File: config.mk
export PLATFORM = sky130hd
export DESIGN_NAME = cif_req_arb
export DESIGN_NICKNAME = d
export VERILOG_FILES = /design/src/rtl/cif_pkg.sv /design/src/rtl/cif_rr_pick.sv /design/src/rtl/cif_req_arb.sv
export SDC_FILE = /design/constraint.sdc
export NUM_CORES = 1
export LEC_CHECK = 0
export ABC_CLOCK_PERIOD_IN_PS = 2100
export CORE_AREA = 2 2 250 252
export CTS_BUF_LIST = sky130_fd_sc_hd__clkbuf_4
export CTS_CLUSTER_SIZE = 16
export DETAILED_ROUTE_END_ITERATION = 12
export DIE_AREA = 0 0 252 254
export GPL_TIMING_DRIVEN = 0
export PLACE_DENSITY_LB_ADDON = 0.1
export SYNTH_ARGS = -nofsm -noshare
export SYNTH_HDL_FRONTEND = slang
export SYNTH_SLANG_ARGS = --single-unit
File: constraint.sdc
create_clock -name clk -period 2.1 [get_ports clk]
set_clock_uncertainty 0.15 [all_clocks]
set_input_delay 0.21 -clock clk [delete_from_list [all_inputs] [get_ports clk]]
set_output_delay 0.21 -clock clk [all_outputs]
set_load 0.005 [all_outputs]
File: src/rtl/cif_pkg.sv
// Shared widths and request-record layout for the CIF request/response fabric.
// A packed request, MSB to LSB: write, addr, wdata, wstrb, size, last, user, id.
package cif_pkg;

  localparam int CIF_ADDR_W_DEF = 32;
  localparam int CIF_DATA_W_DEF = 32;
  localparam int CIF_ID_W_DEF   = 8;
  localparam int CIF_USER_W_DEF = 32;

  localparam int CIF_WRITE_W = 1;
  localparam int CIF_SIZE_W  = 3;
  localparam int CIF_LAST_W  = 1;

  function automatic int cif_req_w(input int addr_w, input int data_w,
                                   input int user_w, input int id_w);
    return CIF_WRITE_W + addr_w + data_w + data_w / 8 + CIF_SIZE_W + CIF_LAST_W
           + user_w + id_w;
  endfunction

  // The last flag sits directly above the user and id fields.
  function automatic int cif_last_lsb(input int user_w, input int id_w);
    return user_w + id_w;
  endfunction

endpackage

File: src/rtl/cif_rr_pick.sv
// Round-robin selector: returns the first set request at or after ptr, wrapping.
module cif_rr_pick #(
  parameter  int NUM_REQ = 4,
  localparam int IDX_W   = $clog2(NUM_REQ)
) (
  input  logic [NUM_REQ-1:0] req,
  input  logic [IDX_W-1:0]   ptr,
  output logic [IDX_W-1:0]   idx,
  output logic               any
);

  always_comb begin
    int j;
    j   = 0;
    any = 1'b0;
    idx = '0;
    // Walk from farthest to nearest so the nearest hit from ptr wins.
    for (int k = NUM_REQ - 1; k >= 0; k--) begin
      j = int'(ptr) + k;
      if (j >= NUM_REQ) j = j - NUM_REQ;
      if (req[j[IDX_W-1:0]]) begin
        any = 1'b1;
        idx = j[IDX_W-1:0];
      end
    end
  end

endmodule

File: src/rtl/cif_req_arb.sv
// N-to-1 CIF request arbiter: round-robin grant, optionally held across a burst
// until the beat carrying last=1 completes.
module cif_req_arb
  import cif_pkg::*;
#(
  parameter  int NUM_REQ      = 4,
  parameter  int ADDR_WIDTH   = CIF_ADDR_W_DEF,
  parameter  int DATA_WIDTH   = CIF_DATA_W_DEF,
  parameter  int ID_WIDTH     = CIF_ID_W_DEF,
  parameter  int USER_WIDTH   = CIF_USER_W_DEF,
  parameter  bit LOCK_ON_LAST = 1'b1,
  localparam int REQ_W        = cif_req_w(ADDR_WIDTH, DATA_WIDTH, USER_WIDTH, ID_WIDTH),
  localparam int IDX_W        = $clog2(NUM_REQ)
) (
  input  logic                     clk,
  input  logic                     rst_b,
  input  logic [NUM_REQ-1:0]       up_dv,
  input  logic [NUM_REQ*REQ_W-1:0] up_req_data,
  output logic [NUM_REQ-1:0]       up_hold,
  output logic [DATA_WIDTH-1:0]    up_rdata,
  output logic [NUM_REQ-1:0]       up_error,
  output logic                     dn_dv,
  output logic [REQ_W-1:0]         dn_req_data,
  input  logic                     dn_hold,
  input  logic [DATA_WIDTH-1:0]    dn_rdata,
  input  logic                     dn_error,
  output logic                     grant_vld,
  output logic [IDX_W-1:0]         grant_idx,
  output logic                     proto_err
);

  localparam int LAST_LSB = cif_last_lsb(USER_WIDTH, ID_WIDTH);

  typedef enum logic {
    ST_IDLE = 1'b0,
    ST_BUSY = 1'b1
  } state_e;

  state_e           state_q, state_d;
  logic [IDX_W-1:0] grant_idx_q, grant_idx_d;
  logic [IDX_W-1:0] rr_ptr_q, rr_ptr_d;
  logic             proto_err_q, proto_err_d;

  logic [REQ_W-1:0] req_arr [NUM_REQ];
  logic [IDX_W-1:0] pick_idx;
  logic             pick_any;
  logic             busy, gnt_dv, beat_done, beat_last;

  for (genvar g = 0; g < NUM_REQ; g++) begin : g_unpack
    assign req_arr[g] = up_req_data[g*REQ_W +: REQ_W];
  end

  cif_rr_pick #(.NUM_REQ(NUM_REQ)) u_pick (
    .req (up_dv),
    .ptr (rr_ptr_q),
    .idx (pick_idx),
    .any (pick_any)
  );

  always_comb begin
    busy        = (state_q == ST_BUSY);
    gnt_dv      = up_dv[grant_idx_q];
    dn_dv       = busy & gnt_dv;
    dn_req_data = busy ? req_arr[grant_idx_q] : '0;
    beat_done   = dn_dv & ~dn_hold;
    beat_last   = dn_req_data[LAST_LSB];
    up_hold     = '1;
    up_error    = '0;
    if (busy) begin
      up_hold[grant_idx_q]  = dn_hold;
      up_error[grant_idx_q] = dn_error & beat_done;
    end
  end

  always_comb begin
    state_d     = state_q;
    grant_idx_d = grant_idx_q;
    rr_ptr_d    = rr_ptr_q;
    proto_err_d = 1'b0;
    unique case (state_q)
      ST_IDLE: begin
        if (pick_any) begin
          state_d     = ST_BUSY;
          grant_idx_d = pick_idx;
        end
      end
      ST_BUSY: begin
        // An owner that drops dv mid-transfer forfeits its turn without advancing rr_ptr.
        if (!gnt_dv) begin
          state_d     = ST_IDLE;
          proto_err_d = 1'b1;
        end else if (beat_done && (beat_last || !LOCK_ON_LAST)) begin
          state_d  = ST_IDLE;
          rr_ptr_d = (grant_idx_q == IDX_W'(NUM_REQ - 1)) ? '0 : grant_idx_q + IDX_W'(1);
        end
      end
      default: state_d = ST_IDLE;
    endcase
  end

  always_ff @(posedge clk or negedge rst_b) begin
    if (!rst_b) begin
      state_q     <= ST_IDLE;
      grant_idx_q <= '0;
      rr_ptr_q    <= '0;
      proto_err_q <= 1'b0;
    end else begin
      state_q     <= state_d;
      grant_idx_q <= grant_idx_d;
      rr_ptr_q    <= rr_ptr_d;
      proto_err_q <= proto_err_d;
    end
  end

  assign grant_vld = busy;
  assign grant_idx = grant_idx_q;
  assign proto_err = proto_err_q;
  assign up_rdata  = dn_rdata;

endmodule
==> results_dict.tcl, run 1 <==
set metrics [dict create \
    r2r_slack_ns -0.03 \
    dpl_worst_slack_ns -1.06 \
    post_drt_wl_per_cell_um 20.9 \
    path_buf_inv 6 \
    worstSetupPathType "reg -> out" \
    p_leak_nw 4.93 \
    drtIter0Drc 120 \
    io_pins 650 \
    crit_arrival_ns 2.17 \
    cp-start-kind "register" \
    die_area_mm2 0.0640 \
    core_mm2 0.0613 \
    status "finished, violations left" \
    drc 0 \
    worstSetupEndpointType "output pin" \
    syn_to_final_growth_pct 205 \
    cts_tree "built" \
    crit_chain "buf_12 -> buf_16 -> buf_12 -> buf_12 -> buf_6 -> mux4_2 -> and2_4 -> buf_6" \
    powerDensity_mw_per_mm2 961 \
    syn_nets 848 \
    worst_slew_pin_slew_ns 0.689 \
    syn_area_per_cell_um2 12.0 \
    finalSetupViolCount 121 \
    finalCriticalPeriod_ns 2.53 \
    netlist.area_leader.share_pct 59.8 \
    clock_latency_ns 0.25 \
    post-route-period-util_pct 121 \
    crit_top_cell "buf_12" \
    die_h_um 254 \
    path_max_fanout 8 \
    synthCells 352 \
    cts_hold_buf 0 \
    finalSetupTns_ns -35.59 \
    cts-root-buf "clkbuf_4" \
    synth_top_area_cell "mux4_2" \
    cap_violations 0 \
    numCtsBuffers 3 \
    grt_max_degree 11 \
    ys_warn_count 0 \
    violations "negative setup slack" \
    seq_area_frac_synth_pct 3.56 \
    grt_pass1_vias 6370 \
    nNetsFinal 1562 \
    dpl-instance-area_mm2 0.0114 \
    synthTopCellsByArea "mux4_2 (60%), and2_1 (17%), buf_4 (5.7%), dfrtp_1 (3.6%), buf_6 (1.9%)" \
    grt_first_pass_wirelength_um 50800 \
    drtPass1Iterations 4 \
    clkTransAtPathRegs_ns 0.05 \
    totalWireLength_um 38800 \
    dp_hpwl_um 32900 \
    initial_core_util_pct 6.89 \
    max-slew-margin-rel_pct 54.1 \
    mostFrequentLayoutCell "clkdlybuf4s50_1" \
    synth_area_mm2 0.00422 \
    cts_max_level 1 \
    place_congestion 0.768 \
    fill_cells 6741 \
    timing.final.ws_setup_ns -0.432 \
    fin_area_mm2 0.0129 \
    vias_per_cell 3.20 \
    finalHoldViolations 0 \
    cpPeakStageDelay_ns 0.49 \
    peakVddDrop_mv 0.346 \
    final_cell_mix "clkdlybuf4s50_1 (494), mux4_2 (112), buf_6 (95), and2_4 (63), buf_4 (60)" \
    grt-ovfl-total 0 \
    antenna_found_initial 4 \
    num_vias 5943 \
    row_count 91 \
    grt_util_all_layers_pct 11.2 \
    clkSinkCount 6 \
    rsz0062_at_grt "true" \
    max_freq_mhz 395 \
    portBuffers 616 \
    drive_above_1_share_pct 45.0 \
    crit_start "grant_idx[0]" \
    hold_path.class "in -> async" \
    required_ns 1.74 \
    ys_types 31 \
    slew_viol_final 0 \
    critPathTopFamily "buffers and inverters" \
    ys_seq_elements 6 \
    die_x_um 252 \
    drtAntennaViolNets 0 \
    worstReg2RegStart "grant_idx[0]" \
    crit_path_top_delay_cell "mux4_2" \
    clk_path_buf_depth 2 \
]
## cells by family (layout without fill, tap and decap cells)
group	count (synthesis)	count (layout)	synth area share (%)
AO/OA/AOI/OAI	11	11	1.99
buffers and inverters	75	787	11.4
multiplexers	121	121	62.0
AND/OR/NAND/NOR	135	135	19.9
adder cells (fa/ha/maj)	4	4	1.19
other	0	3	0
flip-flops	6	6	3.56
## synth_stat cells (all sizes together)
cell	n
a21o	1
a21oi	2
a221o	1
a31o	1
a31oi	1
and2	112
buf	55
clkbuf	17
dfrtp	6
ha	4
inv	3
mux2	3
mux2i	6
mux4	112
nand2	3
nand2b	2
nand3	1
nand3b	5
nor2	5
nor2b	1
nor3	1
nor3b	5
o211a	1
o21ai	3
o22ai	1
## per-stage QoR
stage	total power, mW	std cells	hold slack [ns]	util, %
floorplan	4.56	352	-0.236	-
global placement	9.63	1758	0.331	18.6
detailed placement	9.54	1758	0.327	18.6
CTS	11.9	1827	0.0622	20.4
global route	13.3	1857	0.0782	21.0
finish	12.4	1857	0.0666	21.0
## where the power goes
group | switching [mW] | total [mW] | internal [mW]
Clock | 0.0428 | 0.108 | 0.0647
Sequential | 0.110 | 0.287 | 0.177
Combinational | 4.33 | 12.0 | 7.65
Total | 4.48 | 12.4 | 7.89
## cell type report
| cell class | count | area [um^2] | area share, % |
|---|---|---|---|
| multi-input combinational | 271 | 3880 | 30.2 |
| timing repair buffer | 710 | 7090 | 55.1 |
| tap | 790 | 988 | 7.68 |
| buffer | 71 | 701 | 5.45 |
| inverter | 3 | 18.8 | 0.146 |
| clock buffer | 3 | 22.5 | 0.175 |
| sequential | 6 | 153 | 1.19 |
| antenna | 3 | 7.51 | 0.0583 |
## registers in the layout, summed over array words and instances, names as in the netlist
signal,count
grant_idx,2
grant_vld,1
rr_ptr_q,2
proto_err,1
## layer usage
metal | vias up | wire [um] | GRT usage, %
met4 | 0 | 121 | 0.524
met5 | - | 0 | 0
met2 | 197 | 22700 | 22.8
met1 | 2942 | 14000 | 12.3
met3 | 6 | 2010 | 2.38
li1 | 2798 | - | -
## timing repair
item	in CTS	in global routing
cloned	8	2
setup endpoints to repair	123	124
endpoints found under the hold margin	0	0
resized for setup	536	181
setup buffers	59	36
pin swaps	16	3
## worst paths after layout
path                            cells after the start                to
worst max-delay path                                8  dn_req_data[102]
worst min-delay path                                1         proto_err
worst max register to register                      7       rr_ptr_q[1]
worst min register to register                      1       rr_ptr_q[0]
max in group asynchronous                           1      grant_idx[0]
min in group clk                                    1       rr_ptr_q[0]
Note: power is estimated with default switching activity, not from simulation.
==> inputs of run 2 (changes only) <==
--- a/config.mk
+++ b/config.mk
@@ -8,6 +8,7 @@
 export ABC_CLOCK_PERIOD_IN_PS = 2100
 export CORE_AREA = 2 2 250 252
 export CTS_BUF_LIST = sky130_fd_sc_hd__clkbuf_4
+export CTS_CLUSTER_DIAMETER = 100
 export CTS_CLUSTER_SIZE = 16
 export DETAILED_ROUTE_END_ITERATION = 12
 export DIE_AREA = 0 0 252 254
==> results of run 2 <==
Final layout, timing and power as in run 1 (identical DEF).
